### src/rtl/adder_pkg.sv
// Shared types and constants for the sequential carry-lookahead adder.
// The adder walks its operands one NIB_BITS-wide nibble per clock.
package adder_pkg;

  localparam int NIB_BITS = 4;

  typedef enum logic [1:0] {
    IDLE = 2'd0,
    RUN  = 2'd1,
    DONE = 2'd2
  } state_t;

  // Signed overflow of a two-operand add, from the operand and result sign bits.
  function automatic logic signed_ovf(input logic a_msb, input logic b_msb, input logic s_msb);
    return (a_msb == b_msb) && (s_msb != a_msb);
  endfunction

endpackage

### src/rtl/cla_slice4.sv
// Combinational 4-bit carry-lookahead slice: every carry is formed directly
// from generate/propagate terms and ci, with no ripple between bit positions.
module cla_slice4 (
  input  logic [3:0] a,
  input  logic [3:0] b,
  input  logic       ci,
  output logic [3:0] s,
  output logic       co
);

  logic [3:0] g;
  logic [3:0] p;
  logic [4:0] c;

  assign g = a & b;
  assign p = a ^ b;

  assign c[0] = ci;
  assign c[1] = g[0] | (p[0] & ci);
  assign c[2] = g[1] | (p[1] & g[0]) | (p[1] & p[0] & ci);
  assign c[3] = g[2] | (p[2] & g[1]) | (p[2] & p[1] & g[0]) | (p[2] & p[1] & p[0] & ci);
  assign c[4] = g[3] | (p[3] & g[2]) | (p[3] & p[2] & g[1]) | (p[3] & p[2] & p[1] & g[0])
              | (p[3] & p[2] & p[1] & p[0] & ci);

  assign s  = p ^ c[3:0];
  assign co = c[4];

endmodule

### src/rtl/seq_cla_adder.sv
// Multi-cycle WIDTH-bit adder/subtractor: one shared 4-bit lookahead slice
// processes a nibble per clock, LSB first, with the carry held in a register.
module seq_cla_adder
  import adder_pkg::*;
#(
  parameter int WIDTH = 16
) (
  input  logic             clk,
  input  logic             rst_n,
  input  logic             in_valid,
  output logic             in_ready,
  input  logic [WIDTH-1:0] a,
  input  logic [WIDTH-1:0] b,
  input  logic             cin,
  input  logic             sub,
  output logic             out_valid,
  input  logic             out_ready,
  output logic [WIDTH-1:0] sum,
  output logic             cout,
  output logic             overflow,
  output logic             zero
);

  localparam int NIB = WIDTH / NIB_BITS;
  localparam int CW  = (NIB > 1) ? $clog2(NIB) : 1;

  if ((WIDTH % NIB_BITS) != 0 || WIDTH < NIB_BITS) begin : g_bad_width
    $error("seq_cla_adder: WIDTH must be a non-zero multiple of 4");
  end

  state_t           state_q;
  logic [CW-1:0]    cnt_q;
  logic [WIDTH-1:0] a_q;
  logic [WIDTH-1:0] b_q;
  logic             c_q;
  logic [WIDTH-1:0] sum_q;
  logic             cout_q;
  logic             ovf_q;
  logic             zero_q;
  logic             in_ready_q;
  logic             out_valid_q;

  logic [3:0]       nib_a;
  logic [3:0]       nib_b;
  logic [3:0]       slice_s;
  logic             c_d;
  logic [WIDTH-1:0] sum_d;
  logic             last_nib;

  // Shifting by the nibble offset avoids an index whose width depends on NIB.
  assign nib_a    = 4'(a_q >> {cnt_q, 2'b00});
  assign nib_b    = 4'(b_q >> {cnt_q, 2'b00});
  assign last_nib = (cnt_q == CW'(NIB - 1));

  cla_slice4 u_slice (
    .a  (nib_a),
    .b  (nib_b),
    .ci (c_q),
    .s  (slice_s),
    .co (c_d)
  );

  for (genvar gi = 0; gi < NIB; gi++) begin : g_merge
    assign sum_d[NIB_BITS*gi +: NIB_BITS] =
      (cnt_q == CW'(gi)) ? slice_s : sum_q[NIB_BITS*gi +: NIB_BITS];
  end

  always_ff @(posedge clk) begin
    if (!rst_n) begin
      state_q     <= IDLE;
      cnt_q       <= '0;
      a_q         <= '0;
      b_q         <= '0;
      c_q         <= 1'b0;
      sum_q       <= '0;
      cout_q      <= 1'b0;
      ovf_q       <= 1'b0;
      zero_q      <= 1'b0;
      in_ready_q  <= 1'b0;
      out_valid_q <= 1'b0;
    end else begin
      case (state_q)
        IDLE: begin
          out_valid_q <= 1'b0;
          in_ready_q  <= 1'b1;
          if (in_valid && in_ready_q) begin
            // Subtraction becomes A + ~B + ~borrow so the slice only ever adds.
            a_q        <= a;
            b_q        <= sub ? ~b : b;
            c_q        <= sub ? ~cin : cin;
            cnt_q      <= '0;
            sum_q      <= '0;
            in_ready_q <= 1'b0;
            state_q    <= RUN;
          end
        end
        RUN: begin
          sum_q <= sum_d;
          c_q   <= c_d;
          cnt_q <= cnt_q + CW'(1);
          if (last_nib) begin
            cnt_q       <= '0;
            cout_q      <= c_d;
            ovf_q       <= signed_ovf(a_q[WIDTH-1], b_q[WIDTH-1], slice_s[3]);
            zero_q      <= (sum_d == '0);
            out_valid_q <= 1'b1;
            state_q     <= DONE;
          end
        end
        DONE: begin
          if (out_ready) begin
            out_valid_q <= 1'b0;
            in_ready_q  <= 1'b1;
            state_q     <= IDLE;
          end
        end
        default: begin
          out_valid_q <= 1'b0;
          in_ready_q  <= 1'b0;
          state_q     <= IDLE;
        end
      endcase
    end
  end

  assign in_ready  = in_ready_q;
  assign out_valid = out_valid_q;
  assign sum       = sum_q;
  assign cout      = cout_q;
  assign overflow  = ovf_q;
  assign zero      = zero_q;

endmodule

### config.mk
export PLATFORM = sky130hd
export DESIGN_NAME = seq_cla_adder
export DESIGN_NICKNAME = d
export VERILOG_FILES = /design/src/rtl/adder_pkg.sv /design/src/rtl/cla_slice4.sv /design/src/rtl/seq_cla_adder.sv
export SDC_FILE = /design/constraint.sdc
export NUM_CORES = 1
export LEC_CHECK = 0
export ABC_CLOCK_PERIOD_IN_PS = 6400
export BUFFER_PORTS_ARGS = -buffer_cell sky130_fd_sc_hd__buf_4
export CAP_MARGIN = 20
export CORE_UTILIZATION = 59
export DETAILED_ROUTE_END_ITERATION = 8
export MAX_ROUTING_LAYER = met4
export PLACE_DENSITY = 0.85
export SLEW_MARGIN = 40
export SYNTH_ARGS = -nofsm -noshare
export SYNTH_HDL_FRONTEND = slang
export SYNTH_SLANG_ARGS = --single-unit
### constraint.sdc
create_clock -name clk -period 6.4 [get_ports clk]
set_input_delay 0.32 -clock clk [delete_from_list [all_inputs] [get_ports clk]]
set_output_delay 0.32 -clock clk [all_outputs]
set_load 0.02 [all_outputs]
==> flow_summary.toml <==
[outcome]
status = "finished clean"

[setup_path]
critical_path_class = "register to register"
reg2reg_depth = 7
crit_fanout = 13
required_ns = 6.62
startpoint_type = "register"
crit_arrival_ns = 3.11
crit_start = "cnt_q[0]$_SDFFE_PN0P_"
r2r-start = "cnt_q[0]$_SDFFE_PN0P_"
endpoint_kind = "register"
r2r_slack_ns = 3.51
r2r_end = "zero$_SDFFE_PN0P_"
crit_path_end = "zero$_SDFFE_PN0P_"

[timing]
clock_skew_ns = 0.00753
fin_crit_sh_pct = 45.2
timing.final.ws_setup_ns = 3.51
setup_viol = 0
fmax_mhz = 346
rsz0062_at_grt = "no"
holdWs_ns = 0.232
max_slew_margin_pct = 55.6
finalCriticalPeriod_ns = 2.89
slew_viol_final = 0
worst_pin_slew_ns = 0.664
finalSetupTns_ns = 0
hold_viol = 0

[yosys]
yosys.area_share.simple_pct = 17.0
syn_area_um2 = 2910
syn_nets = 353
synth_fa_ha_area_share_pct = 4.55
synth-seq-cells = 58
yosysWarnings = 0
synth-compound-area-share_pct = 21.1
seq_area_frac_synth_pct = 39.8
synth_top_family_by_area = "compound AO/OA/AOI/OAI gates"
synth.area.mux_share_pct = 6.53
synth_cell_types = 48
synth-async-reset-ratio_pct = 0
synth-edff-count = 0
synth_flop_cell = "dfxtp_1"
syn_avg_cell_area_um2 = 9.55
synthCells = 305
synthXorXnorAreaFrac_pct = 6.27

[floorplan]
dieArea_um2 = 5220
row_count = 25
die_w_um = 72.3
start_util_pct = 61.7
die_h_um = 72.3
coreArea_um2 = 4720
ios = 59

[grt]
grt_pass1_wl_mm = 9.83
grt_pass1_vias = 2079
grt_max_degree = 60
grt_overflow = 0
antenna_found_initial = 0
grt_use_total_pct = 25.9

[power]
power.density_nw_per_um2 = 232
p_leak_nw = 1.55
p_comb_share_pct = 15.6
seqPwrFrac_pct = 48.3
ir_worst_vdd_mv = 0.143
swShare_pct = 26.6
p_sw_mw = 0.217
clock_power_share_pct = 36.1
internal_power_mw = 0.598

[place]
place_congestion = 0.864
dp_worst_setup_slack_ns = 3.51
placed_area_um2 = 3340
io_buffers = 58
hpwl_mm = 4.27

[layout]
drive_gt1_share_pct = 24.3
antenna_cells = 0
nets = 398
final.fill_count = 363
stdcell_area_um2 = 3520
area_growth_pct = 20.7

[routing]
routed_wl_mm = 6.17
vias_per_cell = 5.64
vias = 2375
firstDrtPassIters = 4
drt.antenna.violating_nets = 0
drc = 0
wl_per_cell_um = 14.7
drt_iter0_drc = 151

[hold_path]
hold_class = "primary input to register"

[cts]
numCtsBuffers = 9
cts-root-buf = "clkbuf_8"
cts_hold_buf = 0
cts_tree = "built"
numClockSinks = 58
post_cts_resize_count = 0
postCtsSetupRepairBufs = 0
h-tree-depth = 3
clock_latency_ns = 0.34
clk_path_buf_depth = 2
clkTransAtPathRegs_ns = 0.06

[run]
drv_cap = 0
## power by group through the flow
stage	registers [mW]	logic [mW]	clock network [mW]
after global routing	0.395	0.140	0.312
after global placement	0.401	0.124	0
after CTS	0.393	0.128	0.299
final	0.394	0.127	0.294
after detailed placement	0.401	0.126	0
after floorplan	0.395	0.0917	0
## cells by family (layout without fill, tap and decap cells)
group                    count (synthesis)  after routing
AND/OR/NAND/NOR                         99             99
AO/OA/AOI/OAI                           78             78
flip-flops                              58             58
buffers and inverters                   31             80
XOR/XNOR                                20             20
adder cells (fa/ha/maj)                 10             10
multiplexers                             9              9
## layer usage
layer  up-vias  part of all wire [%]  wire, µm  GRT usage (%)
li1       1174                     -         -              -
met2        63                    48      2980           40.5
met5         -                     0         0              -
met1      1126                    46      2850           31.4
met4         0                   1.8       110           12.0
met3        12                   3.8       233           6.81
## flip-flops by register name, summed over array words and instances (netlist names), 2 cells and up
register	count
a_q	16
cnt_q	2
sum	16
b_q	16
state_q	2
## how the worst min path moves through the flow
| stage | cells past startpoint | slack [ns] | endpoint | start |
|---|---|---|---|---|
| after floorplan | 2 | 0.44 | a_q[10]$_SDFFE_PN0P_ | a_q[10]$_SDFFE_PN0P_ |
| after global placement | 2 | 0.46 | a_q[3]$_SDFFE_PN0P_ | a_q[3]$_SDFFE_PN0P_ |
| after detailed placement | 2 | 0.47 | a_q[2]$_SDFFE_PN0P_ | a_q[2]$_SDFFE_PN0P_ |
| after CTS | 3 | 0.22 | a_q[9]$_SDFFE_PN0P_ | a[9] |
| after global routing | 3 | 0.24 | a_q[13]$_SDFFE_PN0P_ | a[13] |
| final | 3 | 0.23 | a_q[9]$_SDFFE_PN0P_ | a[9] |
## cell usage in the layout, fill, tap and decap left out, types with 2 or more instances in the layout
cell,count
buf_4,59
dfxtp_1,58
nand2_1,53
a21boi_0,18
xnor2_1,17
o211a_1,17
nor2b_1,16
clkbuf_8,11
a22oi_1,10
ha_1,9
mux4_2,8
nor2_1,7
inv_1,6
a32oi_1,6
o21ai_1,4
a21oi_1,4
o21ai_0,4
nand2b_1,3
a21o_1,3
and2_1,3
nor4_1,3
clkinv_2,3
xor2_1,2
nor3b_1,2
nand3_1,2
nand3b_1,2
o211ai_1,2
o31a_1,2
## cell usage after synthesis (2+ instances only)
cell | count | share of area [%]
mux4_2 | 8 | 6.2
a32oi_1 | 6 | 1.8
and2_1 | 3 | 0.64
o31a_1 | 2 | 0.60
a21o_1 | 3 | 0.77
nor2_1 | 7 | 0.90
nand2b_1 | 3 | 0.64
nand2_1 | 53 | 6.8
a22oi_1 | 10 | 2.6
dfxtp_1 | 58 | 40
inv_1 | 6 | 0.77
nor3b_1 | 2 | 0.52
o211ai_1 | 2 | 0.52
o21ai_1 | 4 | 0.69
nor4_1 | 3 | 0.64
o21ai_0 | 4 | 0.69
a21oi_1 | 4 | 0.69
nor2b_1 | 16 | 3.4
clkbuf_1 | 15 | 1.9
nand3b_1 | 2 | 0.52
o211a_1 | 17 | 5.8
buf_2 | 8 | 1.4
xnor2_1 | 17 | 5.1
nand3_1 | 2 | 0.34
xor2_1 | 2 | 0.60
a21boi_0 | 18 | 4.6
ha_1 | 9 | 3.9
## stage by stage
stage,utilization (%),total power [mW],instances
after global routing,74.4,0.847,421
after global placement,70.7,0.525,406
final,74.4,0.815,421
after CTS,74.3,0.819,421
after detailed placement,70.7,0.527,406
after floorplan,-,0.487,305
## final cells by class
| cell class | count | area, µm² | share of cell area [%] |
|---|---|---|---|
| multi-input combinational | 216 | 1640 | 46.5 |
| sequential | 58 | 1160 | 33.0 |
| timing repair buffer | 59 | 443 | 12.6 |
| clock buffer | 12 | 155 | 4.41 |
| tap | 67 | 83.8 | 2.38 |
| inverter | 6 | 22.5 | 0.641 |
| clock inverter | 3 | 15.0 | 0.427 |
## critical path, stage by stage, from the launching register on
cell     delay, ns
dfxtp_1       0.75
mux4_2        0.59
ha_1          0.40
a41o_1        0.27
a21o_1        0.18
xor2_2        0.31
o31a_1        0.20
o31ai_1       0.07
No activity file was read; power rests on OpenSTA's default activity.
